**config.mk**
```make
export PLATFORM = sky130hd
export DESIGN_NAME = sprite_rom_arbiter
export DESIGN_NICKNAME = d
export VERILOG_FILES = /design/src/rtl/sprite_rom_arbiter.sv
export SDC_FILE = /design/constraint.sdc
export NUM_CORES = 1
export LEC_CHECK = 0
export ABC_CLOCK_PERIOD_IN_PS = 3300
export CAP_MARGIN = 10
export CORE_ASPECT_RATIO = 0.5
export CORE_UTILIZATION = 30
export DETAILED_ROUTE_END_ITERATION = 8
export GPL_TIMING_DRIVEN = 1
export PLACE_DENSITY = 0.65
export SYNTH_ARGS = -nofsm -noshare
export SYNTH_HDL_FRONTEND = slang
export SYNTH_SLANG_ARGS = --single-unit
```
**constraint.sdc**
```tcl
create_clock -name CLK -period 3.3 [get_ports CLK]
set_input_delay 0.33 -clock CLK [delete_from_list [all_inputs] [get_ports CLK]]
set_output_delay 0.33 -clock CLK [all_outputs]
set_load 0.02 [all_outputs]
```
**src/rtl/sprite_rom_arbiter.sv**
```systemverilog
// -----------------------------------------------------------------------------
// sprite_rom_arbiter
//
// Shares a single synchronous sprite ROM among N_REQ pixel-layer requesters
// (0 = frog, 1 = car, 2 = road). A round-robin grant drives a registered ROM
// address, and a one-hot tag travels alongside the read. The ROM word is handed
// back to the winning requester after a fixed 1 + ROM_LAT cycles.
//
// Ports
//   CLK        system / pixel clock
//   RST_N      synchronous active-low reset
//   flush      drop every in-flight read; no grant in this cycle
//   req_valid  per-requester read request
//   req_addr   packed request addresses; requester i uses [i*ADDR_W +: ADDR_W]
//   req_ready  one-hot grant (combinational)
//   rom_en     ROM read enable (registered)
//   rom_addr   ROM address (registered)
//   rom_data   ROM read data, valid ROM_LAT cycles after rom_addr
//   rsp_valid  one-hot response tag (registered)
//   rsp_data   rom_data while any rsp_valid bit is set, else 0
// -----------------------------------------------------------------------------
module sprite_rom_arbiter #(
  parameter int N_REQ   = 3,
  parameter int ADDR_W  = 11,
  parameter int DATA_W  = 9,
  parameter int ROM_LAT = 1
) (
  input  logic                      CLK,
  input  logic                      RST_N,
  input  logic                      flush,
  input  logic [N_REQ-1:0]          req_valid,
  input  logic [N_REQ*ADDR_W-1:0]   req_addr,
  output logic [N_REQ-1:0]          req_ready,
  output logic                      rom_en,
  output logic [ADDR_W-1:0]         rom_addr,
  input  logic [DATA_W-1:0]         rom_data,
  output logic [N_REQ-1:0]          rsp_valid,
  output logic [DATA_W-1:0]         rsp_data
);

  localparam int PTR_W = (N_REQ > 1) ? $clog2(N_REQ) : 1;

  logic [PTR_W-1:0]               rr_ptr_reg;
  logic [PTR_W-1:0]               rr_ptr_next;
  logic                           rom_en_reg;
  logic [ADDR_W-1:0]              rom_addr_reg;
  // Stage 0 lines up with rom_addr; stage ROM_LAT lines up with rom_data.
  logic [ROM_LAT:0][N_REQ-1:0]    tag_reg;

  logic                           grant_any;
  logic [PTR_W-1:0]               grant_idx;
  logic [ADDR_W-1:0]              grant_addr;

  // Round-robin search starting at rr_ptr_reg. Only the first valid
  // candidate in search order is taken.
  always_comb begin
    int cand;
    cand      = 0;
    grant_any = 1'b0;
    grant_idx = '0;
    for (int off = 0; off < N_REQ; off++) begin
      cand = (int'(rr_ptr_reg) + off) % N_REQ;
      if (!grant_any && req_valid[cand]) begin
        grant_any = 1'b1;
        grant_idx = PTR_W'(cand);
      end
    end
    // Flush and reset both suppress the grant so that nothing is accepted.
    if (flush || !RST_N) begin
      grant_any = 1'b0;
    end
  end

  assign rr_ptr_next = (grant_idx == PTR_W'(N_REQ - 1)) ? '0 : grant_idx + 1'b1;
  assign grant_addr  = req_addr[int'(grant_idx)*ADDR_W +: ADDR_W];

  generate
    for (genvar gi = 0; gi < N_REQ; gi++) begin : g_ready
      assign req_ready[gi] = grant_any && (grant_idx == PTR_W'(gi));
    end
  endgenerate

  always_ff @(posedge CLK) begin
    if (!RST_N) begin
      rr_ptr_reg   <= '0;
      rom_en_reg   <= 1'b0;
      rom_addr_reg <= '0;
      tag_reg      <= '0;
    end else begin
      // A flush empties the whole tag pipeline. Stage 0 is already zero
      // because grant_any is suppressed during flush.
      for (int k = ROM_LAT; k >= 1; k--) begin
        tag_reg[k] <= flush ? '0 : tag_reg[k-1];
      end
      tag_reg[0] <= req_ready;
      rom_en_reg <= grant_any;
      if (grant_any) begin
        rr_ptr_reg   <= rr_ptr_next;
        rom_addr_reg <= grant_addr;
      end
    end
  end

  assign rom_en    = rom_en_reg;
  assign rom_addr  = rom_addr_reg;
  assign rsp_valid = tag_reg[ROM_LAT];
  assign rsp_data  = (|rsp_valid) ? rom_data : '0;

endmodule

```
# Word-level counts from Yosys, hierarchy flattened
# Cells that the tools add are included.
word_totals:
  elab_cells: 49
  register_bits: 20
  output_inout_bits: 27
  input_bits: 48
classes:
  addsub: 3
  n_eq_ne: 2
  shifts: 1
  n_mul: 1
  n_reduce_logical: 12
  div_mod_pow: 3
  muxes: 18
  n_bitwise: 1
  n_lt_le_gt_ge: 3
op_table:
  columns: ["op", "n"]
  rows:
  - ["$lt 32x4->1 const B", 3]
  - ["$mod 32x3->32 const B", 2]
  - ["$shiftx 33x7->11", 1]
  - ["$mod 3x3->32 const B", 1]
  - ["$mux 1", 10]
  - ["$mux 9", 1]
  - ["$mux 2", 4]
  - ["$bmux 1 s2", 3]
  - ["$mul 2x4->6 const B", 1]
  - ["$logic_and 1x1->1", 5]
  - ["$add 2x1->3 const B", 1]
  - ["$add 2x2->3 const B", 1]
  - ["$logic_not 1->1", 3]
  - ["$reduce_or 3->1", 1]
  - ["$add 2x1->2 const B", 1]
  - ["$eq 2x1->1 const B", 1]
  - ["$eq 2x2->1 const B", 1]
  - ["$logic_not 2->1", 1]
  - ["$reduce_or 2->1", 1]
  - ["$logic_or 1x1->1", 1]
  - ["$not 1->1", 1]

# Logic depth before layout (Yosys ltp)
logic_depth:
  word_depth: 13
  mapped_depth: 10
  ltp_nobuf: 7

# Least setup slack after synthesis
# OpenSTA, ideal clock, no wires.
synth_timing:
  path_type: "register -> output"
  from: "reg rr_ptr_reg[0]"
  to: "out req_ready[0]"
  stages_incl_launch_ff: 11
  required_ps: 2970
  path_slack_ps: 800
  n_path_buf: 3
  t_arrival_ps: 2170
  cell_sequence: "dfxtp_1 > inv_1 > ha_1 > buf_6 > nand2b_1 > a32o_1 > a32o_1 > or2_1 > buf_6 > buf_12 > nor2_1"
synth_between:
  elab_chain_cells: 13
synth_lines:
  columns: ["item", "line_no", "text"]
  rows:
  - ["start: declaration", "43", "logic [PTR_W-1:0] rr_ptr_reg;"]
  - ["start signal: assignment", "98", "rr_ptr_reg <= rr_ptr_next;"]
  - ["branches (longest 12 deep; another with $mod 32x3->32)", null, null]
  - ["$logic_and 1x1->1 (*)", "79", "assign req_ready[gi] = grant_any && (grant_idx == PTR_W'(gi));"]
  - ["end: declaration", "33", "output logic [N_REQ-1:0] req_ready,"]
# Mark *: on every way between the ends. The select of a mux whose other input is x is not followed.

# Worst setup path in the final report
# Same ends and word-level chain as after synthesis.

==> reports/metrics.yaml <==
slew_headroom_pct: 41.40
p_leak_nw: 0.8042
final_common_cell: "clkdlybuf4s50_1"
die_w_um: 95.81
wl_met1_um: 1517
cts_buffers: 3
synth_top_area_share_pct: 30.33
critical_path_class: "reg -> out"
clk_latency_ps: 260
path_cells: "inv_1, ha_2, inv_1, a32o_1, a32o_1, or2_1, nor2_1, clkdlybuf4s50_1"
clk_pin_slew_ps: 70
drc_errors: 0
holdCritPathClass: "reg -> reg"
first_global_vias: 1242
first_pass_iters: 4
rsz0062_at_grt: "false"
diodes: 0
syn_area_um2: 1320
grt_start_max_net_pins: 17
synth.avg_cell_area_um2: 9.362
fin_setup_tns_ps: 0
start_util_pct: 32.48
path_max_fanout: 9
ctsHoldBuffers: 0
rows: 16
portBuffers: 74
fin_crit_sh_pct: 95.32
wire_per_inst_um: 12.70
status: "finished, final reports clean"
fp.dieArea_um2: 4686
core-area_um2: 4064
period_needed_ps: 3146
pin_count: 75
vias_per_cell: 4.639
final_cell_mix: "clkdlybuf4s50_1, dfxtp_1, inv_1"
root_buffer: "clkbuf_8"
synth_warnings: 0
maxSlewViolCount: 0
p_total_mw: 1.569
drtIter0Drc: 27
wirelength_um: 3415
chipHeight_um: 48.91
ys_ff_latch: 20
cp_num_buf_inv: 3
routed-wl-met3_um: 154
syn2layout_area_growth_pct: 63.32
cts_tree: "done"
nets: 268
antenna_found_initial: 0
critPathTopFamily: "buffers and inverters"
ys_types: 36
ys_seq_area_share_pct: 30.33
drive_gt1_share_pct: 13.02
clock_skew_ps: 1.475
hold_viol_final: 0
yosysTopAreaCell: "dfxtp_1"
cts.sinks: 20
grt_pass1_wl_um: 5595
via_count: 1248
largest_register_ffs: 11
irDropWorstVdd_mv: 0.4048
dr.max_layer_used: "met3"
grtUsageTotal_pct: 15.28
worstSetupStartpointType: "flip-flop"
overflow: 0
cpMaxStageDelayCell: "clkdlybuf4s50_1"
ant_nets: 0
clock_path_buffers: 2
ys_top_cells_by_area: "dfxtp_1, mux2i_1, o221ai_2"
syn-num-nets: 193
cap_violations: 0
end_kind: "primary output"
dpl.hpwl_um: 2605
final-instance-count-excl-fill: 269
max_stage_delay_ps: 620
h-tree-depth: 1
synth_cells: 141
wl_met2_um: 1742
timing.fmax_mhz: 317.9
worstMarginPinSlew_ps: 872.2
power.density_nw_per_um2: 727.8
cp_data_arrival_time_ps: 2820
place.gp.congestion: 0.8000
placedCellCount: 261
required_ps: 2970
finalSetupViolations: 0
==> timing repair <==
item / 4_1_cts / 5_1_grt
resized for setup: 0 / 3
setup endpoints to repair: 0 / 3
buffers inserted: 0 / 4
==> synthesized netlist by cell type <==
cell / number
dfxtp_1: 20
inv_1: 17
mux2i_1: 14
nand3_1: 11
nor2b_1: 11
o221ai_2: 7
nor2_1: 6
o221ai_1: 6
and2_1: 5
buf_4: 5
ha_1: 4
nand2_1: 4
a211oi_1: 2
a32o_1: 2
buf_6: 2
clkbuf_1: 2
nor3_1: 2
o21ai_0: 2
o21ai_1: 2
a21o_2: 1
and2b_1: 1
and3b_1: 1
and3b_2: 1
buf_12: 1
buf_2: 1
clkbuf_2: 1
nand2b_1: 1
nand3b_1: 1
nor4b_1: 1
o21bai_1: 1
o22ai_2: 1
o22ai_4: 1
o2bb2ai_1: 1
o2bb2ai_4: 1
o31ai_2: 1
or2_1: 1
==> cells by family (layout without fill, tap and decap cells) <==
logic type | after synthesis | after routing | share of synthesized area, %
buf+inv | 29 | 103 | 12.23
flops | 20 | 20 | 30.33
simple gates | 46 | 46 | 19.53
compound gates | 28 | 28 | 23.51
fa+ha+maj | 4 | 4 | 3.792
mux | 14 | 14 | 10.62
==> metal layers <==
layer	track usage (%)	vias to the layer above
li1	-	643
met1	18.09	574
met2	28.21	31
met3	2.960	0
met4	3.731	0
met5	0	-
==> area by class of cell <==
| type | count | area, µm² |
|---|---|---|
| Timing Repair Buffer | 82 | 800.8 |
| Inverter | 17 | 63.81 |
| Sequential cell | 20 | 400.4 |
| Clock buffer | 4 | 55.05 |
| Tap cell | 54 | 67.56 |
| Multi-Input combinational cell | 92 | 768.2 |
| Fill cell | 392 | 1908 |
==> worst paths after layout <==
check           startpoint      endpoint  slack [ps]  cells after the start
max reg2reg  rr_ptr_reg[0]   rom_addr[5]         960                      8
min reg2reg     tag_reg[0]  rsp_valid[0]         430                      1
max          rr_ptr_reg[0]  req_ready[0]         150                      8
min             tag_reg[0]  rsp_valid[0]         430                      1
==> metrics by stage <==
step                      cell area [µm²]  hold slack, ps  utilization (%)  setup WS [ps]
after floorplan                      1320           405.7                -          800.4
after global placement               2061           409.8            50.71          344.4
after detailed placement             2061           416.5            50.71          313.1
after CTS                            2116           434.4            52.06          11.79
after global routing                 2156           456.8            53.05          4.285
final                                2156           428.6            53.05          154.5
==> power breakdown <==
part	internal, mW	total, mW	switching, mW
clock network	0.106	0.184	0.0781
registers	0.318	0.355	0.0368
logic	0.500	1.03	0.530
Power figures use the tool's default switching activity.
